[src/rtl/regfile_wb_sched.sv]
// Writeback scheduler for a single register-file write port shared by the pipeline
// and a long-latency unit, with a pending-register scoreboard and read-hazard stall.
module regfile_wb_sched (
  input  logic        clk,
  input  logic        rst,
  input  logic        pipe_we,
  input  logic [4:0]  pipe_waddr,
  input  logic [31:0] pipe_wdata,
  input  logic        ll_issue,
  input  logic [4:0]  ll_issue_addr,
  input  logic        ll_valid,
  input  logic [4:0]  ll_waddr,
  input  logic [31:0] ll_wdata,
  output logic        ll_ready,
  input  logic        re1,
  input  logic        re2,
  input  logic [4:0]  raddr1,
  input  logic [4:0]  raddr2,
  output logic        we,
  output logic [4:0]  waddr,
  output logic [31:0] wdata,
  output logic        stall,
  output logic [31:0] busy,
  output logic        err
);

  logic        pipe_eff;
  logic        drain;
  logic        accept;
  logic        buf_full;
  logic [4:0]  buf_addr;
  logic [31:0] buf_data;
  logic [31:0] set_mask;
  logic [31:0] clr_mask;
  logic [31:0] busy_next;
  logic        issue_err;
  logic        result_err;
  logic        pipe_err;

  // Writes to r0 are discarded up front so they never steal the port from the buffer.
  always_comb begin
    pipe_eff = pipe_we && (pipe_waddr != 5'd0);
    drain    = buf_full && !pipe_eff;
    ll_ready = !rst && (!buf_full || drain);
    accept   = ll_valid && ll_ready;
  end

  always_comb begin
    set_mask   = '0;
    clr_mask   = '0;
    if (ll_issue && (ll_issue_addr != 5'd0))
      set_mask = 32'd1 << ll_issue_addr;
    if (drain)
      clr_mask = 32'd1 << buf_addr;
    // Set is applied after clear so a same-cycle reissue keeps the register pending.
    busy_next  = ((busy & ~clr_mask) | set_mask) & ~32'd1;
    issue_err  = ll_issue && (ll_issue_addr != 5'd0) && busy[ll_issue_addr]
                 && !clr_mask[ll_issue_addr];
    result_err = accept && !busy[ll_waddr];
    pipe_err   = pipe_eff && busy[pipe_waddr];
  end

  assign stall = !rst && ((re1 && (raddr1 != 5'd0) && busy[raddr1]) ||
                          (re2 && (raddr2 != 5'd0) && busy[raddr2]));

  always_ff @(posedge clk) begin
    if (rst) begin
      buf_full <= 1'b0;
      buf_addr <= '0;
      buf_data <= '0;
    end else if (accept) begin
      buf_full <= 1'b1;
      buf_addr <= ll_waddr;
      buf_data <= ll_wdata;
    end else if (drain) begin
      buf_full <= 1'b0;
    end
  end

  // Port register: idle cycles drop we but keep the last address and data.
  always_ff @(posedge clk) begin
    if (rst) begin
      we    <= 1'b0;
      waddr <= '0;
      wdata <= '0;
    end else if (pipe_eff) begin
      we    <= 1'b1;
      waddr <= pipe_waddr;
      wdata <= pipe_wdata;
    end else if (drain) begin
      we    <= 1'b1;
      waddr <= buf_addr;
      wdata <= buf_data;
    end else begin
      we    <= 1'b0;
    end
  end

  always_ff @(posedge clk) begin
    if (rst) begin
      busy <= '0;
      err  <= 1'b0;
    end else begin
      busy <= busy_next;
      err  <= err || issue_err || result_err || pipe_err;
    end
  end

endmodule

[config.mk]
export PLATFORM = sky130hd
export DESIGN_NAME = regfile_wb_sched
export DESIGN_NICKNAME = d
export VERILOG_FILES = /design/src/rtl/regfile_wb_sched.sv
export SDC_FILE = /design/constraint.sdc
export NUM_CORES = 1
export LEC_CHECK = 0
export BUFFER_PORTS_ARGS = -buffer_cell sky130_fd_sc_hd__buf_2
export CAP_MARGIN = 20
export CORE_MARGIN = 2
export CORE_UTILIZATION = 56
export DETAILED_ROUTE_END_ITERATION = 10
export PLACE_DENSITY = 0.85
export SYNTH_ARGS = -nofsm -noshare
export SYNTH_HDL_FRONTEND = slang
export SYNTH_SLANG_ARGS = --single-unit
[constraint.sdc]
create_clock -name clk -period 5.7 [get_ports clk]
set_clock_uncertainty 0.15 [all_clocks]
set_input_delay 0 -clock clk [delete_from_list [all_inputs] [get_ports clk]]
set_output_delay 0 -clock clk [all_outputs]
set_load 0.02 [all_outputs]
==> flow_metrics.py <==
metrics = {
    "synth": {
        "syn_nets": 749,
        "synth.distinct_cells": 46,
        "synth_edf_count": 0,
        "syn_avg_cell_area_um2": 8.91,
        "yosys.area.top_type": "dfxtp_1",
        "syn-cell-area_um2": 5820,
        "synth_top_area_share_pct": 37.2,
        "netlist_instances": 653,
        "synth-main-ff-cell": "dfxtp_1",
        "ys_seq_area_share_pct": 37.2,
        "synth_area_leaders": "dfxtp_1 37%, mux4_2 12%, mux2i_1 9.1%, nand2_1 7.7%, nand3b_1 5.5%",
        "synthArstFlopShare_pct": 0,
        "synth_most_common_cell": "nand2_1",
        "yosysWarnings": 0,
        "synthTopCellsByCount": "119 x nand2_1, 108 x dfxtp_1, 53 x mux2i_1",
        "synth-seq-cells": 108,
    },
    "cts": {
        "clock_latency_ps": 380,
        "cts_tree": "yes",
        "cts_max_level": 3,
        "cts_resized": 0,
        "ctsRootBufferMaster": "clkbuf_8",
        "cts_buffers": 9,
        "cts_sinks": 108,
        "clk_pin_slew_ps": 100,
        "cts_buffer_depth": 2,
    },
    "sta": {
        "hold_ws_ps": 40.8,
        "rsz0062_at_grt": "false",
        "setup_viol": 0,
        "max_freq_ghz": 0.309,
        "worst_pin_slew_ps": 1060,
        "finalHoldViolCount": 0,
        "post-route-min-period_ps": 3240,
        "slew_viol_final": 0,
        "tns_ps": 0,
        "setup_slack_ps": 2460,
        "fin_crit_sh_pct": 56.8,
        "relSlewSlack_pct": 29.4,
    },
    "power_and_ir_drop": {
        "vdd_ir_drop_max_mv": 0.144,
        "leakage_uw": 0.00326,
        "clockPowerShare_pct": 29.7,
        "seqPwrFrac_pct": 50.4,
        "p_int_uw": 1160,
        "power.density_nw_per_um2": 219,
        "p_switching_uw": 508,
        "swShare_pct": 30.5,
        "pwr-share-comb_pct": 19.9,
    },
    "setup_path": {
        "cpPeakStageDelay_ps": 680,
        "endpoint_kind": "flop",
        "cpMaxStageDelayCell": "o21ai_4",
        "crit_chain": "dlygate4sd3_1 -> buf_2 -> or4_1 -> o21ai_4 -> buf_4 -> nor2_1 -> a2111oi_0 -> a41oi_1",
        "critical_path.max_fanout": 42,
        "start_kind": "input port",
        "cp.arrival_ps": 3290,
        "worstSetupPathType": "input port to flop",
        "cp.required_ps": 5750,
    },
    "grt": {
        "first_global_vias": 6109,
        "grt_antenna_before_repair": 0,
        "grt_pass1_wl_um": 31300,
        "grt_util_all_layers_pct": 35.8,
        "grt-ovfl-total": 0,
        "grt_max_degree": 112,
    },
    "place": {
        "dp_hpwl_um": 12100,
        "dp_cells": 906,
        "dp_slack_ps": 2690,
        "place.gp.congestion": 0.917,
        "portBuffers": 167,
    },
    "floorplan": {
        "start_util_pct": 57.1,
        "die_h_um": 106,
        "chipWidth_um": 106,
        "dieArea_um2": 11200,
        "core_um2": 10200,
        "rows": 37,
        "ios": 169,
    },
    "routing": {
        "ant_nets": 0,
        "m1WireLength_um": 7190,
        "dr.pass1.iters": 6,
        "wl_met2_um": 9280,
        "dr_wl_met3_um": 2650,
        "top_layer_used": "met4",
        "remaining_drc_errors": 0,
        "viasPerCell": 6.24,
        "routedWlPerCell_um": 20.3,
        "wl_um": 20300,
        "detailedRoute.firstIterationViolations": 844,
        "vias": 6236,
    },
    "finish": {
        "n_antenna_cell": 0,
        "area_growth_pct": 31.2,
        "fill_cells": 678,
        "layout-drive-gt1-share_pct": 26.7,
        "nNetsFinal": 955,
        "finalNonFillerCells": 999,
    },
    "worst_hold_path": {
        "min-delay-path-class": "input port to flop",
    },
    "flow_run": {
        "max_cap_viol_count": 0,
    },
    "status": {
        "outcome": "complete, no violations",
    },
}
==> state kept, by name, indices dropped and copies added (netlist names) <==
register / count
we: 1
busy: 31
waddr: 5
wdata: 32
buf_data: 32
buf_addr: 5
err: 1
buf_full: 1
==> layout by cell type (no fill, tap or decap), types with 4 or more instances in the layout <==
master	Yosys	routed
nor2b_1	5	5
or3_1	4	4
mux2_2	7	7
buf_2	6	167
nor3_1	6	6
buf_4	1	4
nand3b_1	43	43
xnor2_1	4	4
mux2i_1	53	53
a21oi_1	36	36
nor2_1	51	51
dfxtp_1	108	107
nand2b_1	7	7
o311ai_0	4	4
nand3_1	9	9
a211oi_1	37	37
dlygate4sd3_1	0	78
or4_1	4	4
mux4_2	31	31
clkbuf_8	0	9
o21ai_0	36	36
nand2_1	119	119
==> metal layers <==
| metal | global-route usage [%] | vias up |
|---|---|---|
| met2 | 57.6 | 520 |
| met4 | 19.5 | 0 |
| met3 | 8.89 | 107 |
| met5 | 0 | - |
| li1 | - | 2765 |
| met1 | 44.3 | 2844 |
==> power groups by stage <==
stage	sequential, µW	clock (µW)	combinational [µW]
2_1_floorplan	866	0	162
6_report	841	496	332
3_3_place_gp	852	0	269
4_1_cts	837	493	319
3_5_place_dp	853	0	276
5_1_grt	845	527	354
==> kinds of logic (layout without fill, tap and decap cells) <==
logic type             after synthesis  in the layout  synth area share [%]
XOR/XNOR                             4              4                 0.602
flip-flops                         108            108                  37.2
AO/OA/AOI/OAI                      128            128                  13.7
multiplexers                        91             91                  22.5
AND/OR/NAND/NOR                    264            264                  22.0
buffers and inverters               57            267                  4.00
other                                1              1                0.0645
==> worst paths after layout <==
path | from | end | slack [ps] | depth (start not counted)
max | pipe_waddr[0] | err | 2460 | 8
min | ll_issue_addr[3] | busy[14] | 40 | 5
max reg2reg | buf_full | err | 2980 | 5
min reg2reg | buf_data[18] | buf_data[18] | 340 | 2
==> stage by stage <==
step,instance area (µm²),power [µW],utilization (%)
after CTS,7630,1650,75.0
final,7630,1670,75.0
after floorplan,5820,1030,-
after detailed placement,6650,1130,65.2
after global routing,7630,1730,75.0
after global placement,6650,1120,65.2
==> repair_timing <==
action / 4_1_cts / 5_1_grt
setup buffers: 0 / 0
hold buffers: 78 / 0
setup endpoints to repair: 0 / 0
hold endpoints to repair: 91 / 0
==> worst max-delay path, delay by kind of cell <==
kind | cells | cell delay (ps)
buf+inv | 3 | 1230
compound gates | 3 | 1300
simple gates | 2 | 740
==> cell type report <==
cell class / instances / area [µm²] / area share (%)
Sequential cell: 108 / 2160 / 28.3
Clock buffer: 9 / 124 / 1.62
Multi-Input combinational cell: 488 / 3430 / 45.0
Inverter: 3 / 11.3 / 0.148
Tap cell: 136 / 170 / 2.23
Clock inverter: 6 / 83.8 / 1.10
Timing Repair Buffer: 249 / 1650 / 21.6
Power figures use the tool's default switching activity.
